File: src/rtl/xs3_pkg.sv
// Shared types and constants for the excess-3 digit packer.
package xs3_pkg;

    // Packer control states: accumulating digits, discarding overflow digits,
    // and presenting a completed number downstream.
    typedef enum logic [1:0] {
        ACCUM = 2'd0,
        DRAIN = 2'd1,
        HOLD  = 2'd2
    } state_t;

    // Legal excess-3 code range (digits 0..9).
    localparam logic [3:0] XS3_MIN = 4'd3;
    localparam logic [3:0] XS3_MAX = 4'd12;

    // Bit positions inside the 2-bit error flag vector.
    localparam int ERR_ILLEGAL = 0;
    localparam int ERR_OVF     = 1;

endpackage

File: src/rtl/xs3_digit_decode.sv
// Combinational excess-3 to BCD digit decoder with illegal-code detection.
// Illegal codes decode to digit 0 so the downstream arithmetic stays defined.
module xs3_digit_decode
    import xs3_pkg::*;
(
    input  logic [3:0] in_xs3,
    output logic [3:0] o_digit,
    output logic       o_illegal
);

    // Range-check the code and subtract the excess-3 bias.
    always_comb begin
        // NOTE: every output gets a default first so no path can infer a latch.
        o_digit   = 4'd0;
        o_illegal = 1'b0;
        if ((in_xs3 < XS3_MIN) || (in_xs3 > XS3_MAX)) begin
            o_illegal = 1'b1;
        end else begin
            o_digit = in_xs3 - XS3_MIN;
        end
    end

endmodule

File: src/rtl/xs3_bcd_packer.sv
// Packs a serial stream of excess-3 digits into a right-aligned packed-BCD
// word, tracks its binary value, and presents the result on a registered
// valid/ready output. Output registers only change when a number is
// completed (entry to HOLD) or when the consumer takes it.
module xs3_bcd_packer
    import xs3_pkg::*;
#(
    parameter  int DIGITS = 4,
    parameter  int BIN_W  = 14,
    localparam int CNT_W  = $clog2(DIGITS + 1)
) (
    input  logic                  clk,
    input  logic                  rst_n,
    input  logic                  in_valid,
    output logic                  in_ready,
    input  logic [3:0]            in_xs3,
    input  logic                  in_last,
    output logic                  out_valid,
    input  logic                  out_ready,
    output logic [4*DIGITS-1:0]   out_bcd,
    output logic [BIN_W-1:0]      out_bin,
    output logic [CNT_W-1:0]      out_count,
    output logic [1:0]            out_err
);

    // Working accumulators for the number being assembled.
    state_t               r_state;
    logic [4*DIGITS-1:0]  r_bcd;
    logic [BIN_W-1:0]     r_bin;
    logic [CNT_W-1:0]     r_count;
    logic [1:0]           r_err;

    // Registered output copies presented while in HOLD.
    logic                 r_out_valid;
    logic [4*DIGITS-1:0]  r_out_bcd;
    logic [BIN_W-1:0]     r_out_bin;
    logic [CNT_W-1:0]     r_out_count;
    logic [1:0]           r_out_err;

    logic [3:0]           w_digit;
    logic                 w_illegal;
    logic [4*DIGITS-1:0]  w_bcd_next;
    logic [BIN_W-1:0]     w_bin_next;
    logic [BIN_W-1:0]     w_digit_bin;
    logic [CNT_W-1:0]     w_count_next;
    logic [1:0]           w_err_accum;
    logic [1:0]           w_err_drain;

    xs3_digit_decode u_decode (
        .in_xs3    (in_xs3),
        .o_digit   (w_digit),
        .o_illegal (w_illegal)
    );

    // Next values of the accumulators for a digit accepted in ACCUM.
    // The x10 uses shifts and an add so no multiplier is needed.
    always_comb begin
        w_digit_bin  = BIN_W'(w_digit);
        w_bcd_next   = (r_bcd << 4) | (4*DIGITS)'(w_digit);
        w_bin_next   = (r_bin << 3) + (r_bin << 1) + w_digit_bin;
        w_count_next = r_count + CNT_W'(1);
        w_err_accum  = r_err;
        w_err_accum[ERR_ILLEGAL] = r_err[ERR_ILLEGAL] | w_illegal;
        w_err_drain  = r_err;
        w_err_drain[ERR_OVF] = 1'b1;
    end

    // Ready depends only on the state register, never on in_valid/out_ready.
    assign in_ready = (r_state != HOLD);

    // Control FSM, accumulators and output registers.
    always_ff @(posedge clk or negedge rst_n) begin
        if (!rst_n) begin
            r_state     <= ACCUM;
            r_bcd       <= '0;
            r_bin       <= '0;
            r_count     <= '0;
            r_err       <= '0;
            r_out_valid <= 1'b0;
            r_out_bcd   <= '0;
            r_out_bin   <= '0;
            r_out_count <= '0;
            r_out_err   <= '0;
        end else begin
            // NOTE: non-blocking assignments so every register samples the
            // pre-edge values regardless of statement order.
            case (r_state)
                ACCUM: begin
                    if (in_valid) begin
                        r_bcd   <= w_bcd_next;
                        r_bin   <= w_bin_next;
                        r_count <= w_count_next;
                        r_err   <= w_err_accum;
                        if (in_last) begin
                            r_state     <= HOLD;
                            r_out_valid <= 1'b1;
                            r_out_bcd   <= w_bcd_next;
                            r_out_bin   <= w_bin_next;
                            r_out_count <= w_count_next;
                            r_out_err   <= w_err_accum;
                        end else if (w_count_next == CNT_W'(DIGITS)) begin
                            r_state <= DRAIN;
                        end
                    end
                end
                DRAIN: begin
                    // Excess digits are consumed but never stored.
                    if (in_valid) begin
                        r_err <= w_err_drain;
                        if (in_last) begin
                            r_state     <= HOLD;
                            r_out_valid <= 1'b1;
                            r_out_bcd   <= r_bcd;
                            r_out_bin   <= r_bin;
                            r_out_count <= r_count;
                            r_out_err   <= w_err_drain;
                        end
                    end
                end
                HOLD: begin
                    if (out_ready) begin
                        r_state     <= ACCUM;
                        r_bcd       <= '0;
                        r_bin       <= '0;
                        r_count     <= '0;
                        r_err       <= '0;
                        r_out_valid <= 1'b0;
                        r_out_bcd   <= '0;
                        r_out_bin   <= '0;
                        r_out_count <= '0;
                        r_out_err   <= '0;
                    end
                end
                default: begin
                    r_state <= ACCUM;
                end
            endcase
        end
    end

    assign out_valid = r_out_valid;
    assign out_bcd   = r_out_bcd;
    assign out_bin   = r_out_bin;
    assign out_count = r_out_count;
    assign out_err   = r_out_err;

endmodule

File: config.mk
export PLATFORM = sky130hd
export DESIGN_NAME = xs3_bcd_packer
export DESIGN_NICKNAME = d
export VERILOG_FILES = /design/src/rtl/xs3_pkg.sv /design/src/rtl/xs3_digit_decode.sv /design/src/rtl/xs3_bcd_packer.sv
export SDC_FILE = /design/constraint.sdc
export NUM_CORES = 1
export LEC_CHECK = 0
export BUFFER_PORTS_ARGS = -buffer_cell sky130_fd_sc_hd__buf_4
export CAP_MARGIN = 30
export CORE_ASPECT_RATIO = 1.25
export CORE_MARGIN = 2
export CORE_UTILIZATION = 58
export CTS_CLUSTER_DIAMETER = 200
export DETAILED_ROUTE_END_ITERATION = 12
export PLACE_DENSITY = 0.77
export SLEW_MARGIN = 20
export SYNTH_ARGS = -nofsm -noshare
export SYNTH_HDL_FRONTEND = slang
export SYNTH_HIERARCHICAL = 1
export SYNTH_SLANG_ARGS = --single-unit
export TNS_END_PERCENT = 30
File: constraint.sdc
create_clock -name clk -period 3.76 [get_ports clk]
set_clock_uncertainty 0.15 [all_clocks]
set_input_delay 0.376 -clock clk [delete_from_list [all_inputs] [get_ports clk]]
set_output_delay 0.376 -clock clk [all_outputs]
set_load 0.01 [all_outputs]
==> flow_metrics.env <==
export IMPL_dieArea_mm2=0.00733
export IMPL_seq_area_frac_synth_pct=46.0
export IMPL_place_gp_congestion=0.935
export IMPL_powerDensity_mw_per_mm2=818
export IMPL_setup_viol=0
export IMPL_detail_route_antenna_nets=0
export IMPL_p_comb_share_pct=47.8
export IMPL_start_util_pct=59.5
export IMPL_num_nets_final=476
export IMPL_diodes=0
export IMPL_worstSetupPathType="input port to flop"
export IMPL_vdd_ir_drop_max_v=0.000575
export IMPL_grt_setup_unrepaired="false"
export IMPL_io_buffers=45
export IMPL_regToRegStartpoint="r_bcd[0]"
export IMPL_core_area_mm2=0.00648
export IMPL_finalSetupTns_ns=0
export IMPL_clock_latency_ns=0.36
export IMPL_syn_nets=437
export IMPL_internal_power_mw=2.14
export IMPL_antenna_found_initial=0
export IMPL_cts_buffers=9
export IMPL_pwr_share_seq_pct=33.5
export IMPL_r2r_cells=10
export IMPL_hold_ws_ns=0.272
export IMPL_worst_endpoint_arrival_ns=3.23
export IMPL_final_util_pct=69.3
export IMPL_cap_violations=0
export IMPL_min_period_over_period_pct=83.6
export IMPL_hold_path_class="input port to asynchronous set/reset pin"
export IMPL_wl_um=8700
export IMPL_p_leak_nw=2.23
export IMPL_drt_iter0_markers=216
export IMPL_synth_seq_cells=71
export IMPL_max_freq_mhz=318
export IMPL_syn_area_mm2=0.00386
export IMPL_drc_errors=0
export IMPL_cp_required_ns=3.85
export IMPL_routed_via_count=3141
export IMPL_cts_sinks=71
export IMPL_r2r_end="out_bin[13]"
export IMPL_synth_flop_cell="dfrtp_1"
export IMPL_switching_share_pct=41.8
export IMPL_first_pass_iters=4
export IMPL_finalHoldViolCount=0
export IMPL_power_frac_clock_pct=18.7
export IMPL_routed_via_density=5.96
export IMPL_rows=33
export IMPL_min_period_ns=3.14
export IMPL_yosys_warnings=6
export IMPL_status="complete, no violations"
export IMPL_post_cts_buffers=0
export IMPL_place_hpwl_um=5880
export IMPL_grt_max_degree=72
export IMPL_maxSlewHeadroom_pct=35.7
export IMPL_drv_slew=0
export IMPL_n_fill_cell=544
export IMPL_grt_total_usage_pct=26.0
export IMPL_start_kind="input port"
export IMPL_endpoint_kind="flop"
export IMPL_drive_above_1_share_pct=17.3
export IMPL_synth_edff_count=0
export IMPL_cts_buffer_depth=2
export IMPL_cts_tree="yes"
export IMPL_grt_ovfl_total=0
export IMPL_syn_area_per_cell_um2=9.74
export IMPL_first_global_vias=3051
export IMPL_wire_per_inst_um=16.5
export IMPL_tightest_slew_ns=0.964
export IMPL_synthCells=396
export IMPL_die_x_um=77.0
export IMPL_finalPower_mw=3.67
export IMPL_die_h_um=95.2
export IMPL_clk_pin_slew_ns=0.08
export IMPL_grt_pass1_wl_um=14800
export IMPL_ios=46
export IMPL_syn_to_final_growth_pct=16.4
export IMPL_synth_cell_types=47
export IMPL_power_switching_mw=1.54
export IMPL_cp_max_fo=4
export IMPL_async_reset_ff_share_pct=100
export IMPL_clockRootBuffer="clkbuf_8"
export IMPL_htreeDepth=3
export IMPL_reg2reg_slack_ns=0.80
==> logic make-up after synthesis <==
| family | Yosys count | share of synthesized area [%] |
|---|---|---|
| adders and majority gates | 32 | 10.8 |
| AOI/OAI and AO/OA | 115 | 21.3 |
| DFF | 71 | 46.0 |
| muxes | 2 | 0.519 |
| xor gates and xnor gates | 10 | 2.27 |
| and+or+nand+nor | 127 | 14.6 |
| buffers and inverters | 39 | 4.44 |
==> power by group through the flow <==
stage,registers (mW),clock network [mW],logic [mW]
after detailed placement,1.24,0,1.76
after floorplan,1.28,0,1.11
after global routing,1.27,0.724,1.97
after CTS,1.23,0.690,1.76
final,1.23,0.688,1.75
after global placement,1.23,0,1.71
==> registers in the layout (all words and copies together) (netlist names) <==
register,flops
out_bcd,16
out_bin,13
out_count,3
out_err,2
out_valid,1
r_bcd,16
r_bin,13
r_count,3
r_err,2
r_state,2
==> per-stage QoR <==
step	setup slack, ns	area (um^2)	std cells
2_1_floorplan	0.609	3860	396
3_3_place_gp	0.362	4230	509
3_5_place_dp	0.272	4230	509
4_1_cts	0.654	4450	525
5_1_grt	0.465	4490	527
6_report	0.618	4490	527
==> cell usage in the layout (no fill, tap or decap), drive strengths merged, types with 2 or more instances in the layout <==
cell type,instances
dfrtp,71
nor2,59
buf,51
nand2,35
ha,30
o21ai,29
a22o,22
a21oi,22
a221oi,21
inv,15
clkbuf,9
nand3,8
nor2b,7
a21o,6
xor2,6
nor3,5
xnor2,4
and3,4
clkinv,4
nand2b,2
o21a,2
o31a,2
o32a,2
mux2i,2
a32o,2
fa,2
bufinv,2
==> worst max path at each step <==
stage	from	end	cells after the start
after floorplan	in_xs3[0]	out_bin[13]	15
after global placement	in_xs3[0]	out_bin[13]	16
after detailed placement	in_xs3[0]	out_bin[13]	16
after CTS	in_xs3[0]	out_bin[13]	16
after global routing	in_xs3[0]	out_bin[12]	15
final	in_xs3[0]	out_bin[13]	16
==> timing repair <==
| item | 4_1_cts | 5_1_grt |
|---|---|---|
| setup endpoints to repair | 0 | 0 |
| gates resized for setup | 0 | 0 |
| hold buffers | 0 | 1 |
| hold endpoints to repair | 0 | 16 |
==> worst max-delay path, cell delays in order <==
cell     delay, ns
buf_4         0.12
inv_1         0.05
ha_1          0.20
nand2_1       0.08
o21ai_1       0.08
a32o_1        0.17
inv_1         0.07
fa_1          0.54
inv_1         0.07
ha_1          0.28
a21o_1        0.16
a21oi_1       0.23
nor4_1        0.09
o32ai_2       0.28
xor2_1        0.12
a221o_1       0.30
==> layout make-up <==
| cell class | count | area, um^2 | area share (%) |
|---|---|---|---|
| sequential | 71 | 1780 | 39.6 |
| clock buffer | 9 | 124 | 2.76 |
| tap | 87 | 109 | 2.42 |
| multi-input combinational | 286 | 1920 | 42.7 |
| inverter | 15 | 56.3 | 1.25 |
| clock inverter | 7 | 95.1 | 2.12 |
| timing repair buffer | 52 | 413 | 9.19 |
==> cells in the mapped netlist, types with 2 or more instances <==
cell	number	area share [%]
dfrtp_1	71	46
nor2_1	59	5.7
nand2_1	35	3.4
ha_1	30	9.7
o21ai_0	23	3.0
a22o_1	22	5.0
a21oi_1	21	2.7
a221oi_1	21	4.8
clkbuf_1	15	1.5
inv_1	14	1.4
nand3_1	8	1.0
a21o_1	6	1.2
o21ai_1	6	0.78
xor2_1	6	1.4
buf_2	5	0.65
nor3_1	5	0.65
nor2b_1	4	0.65
xnor2_1	4	0.91
and3_1	3	0.49
buf_4	3	0.58
a32o_1	2	0.52
fa_1	2	1.0
mux2i_1	2	0.52
nand2b_1	2	0.32
nor2b_4	2	0.71
o21a_1	2	0.39
o31a_1	2	0.45
o32a_1	2	0.52
==> per-layer routing <==
layer	vias up	track usage (%)	routed length, um
met3	22	5.78	488
met2	95	43.3	4360
met5	-	0	0
li1	1495	-	-
met1	1529	32.9	3610
met4	0	10.9	234
Power figures use the tool's default switching activity.
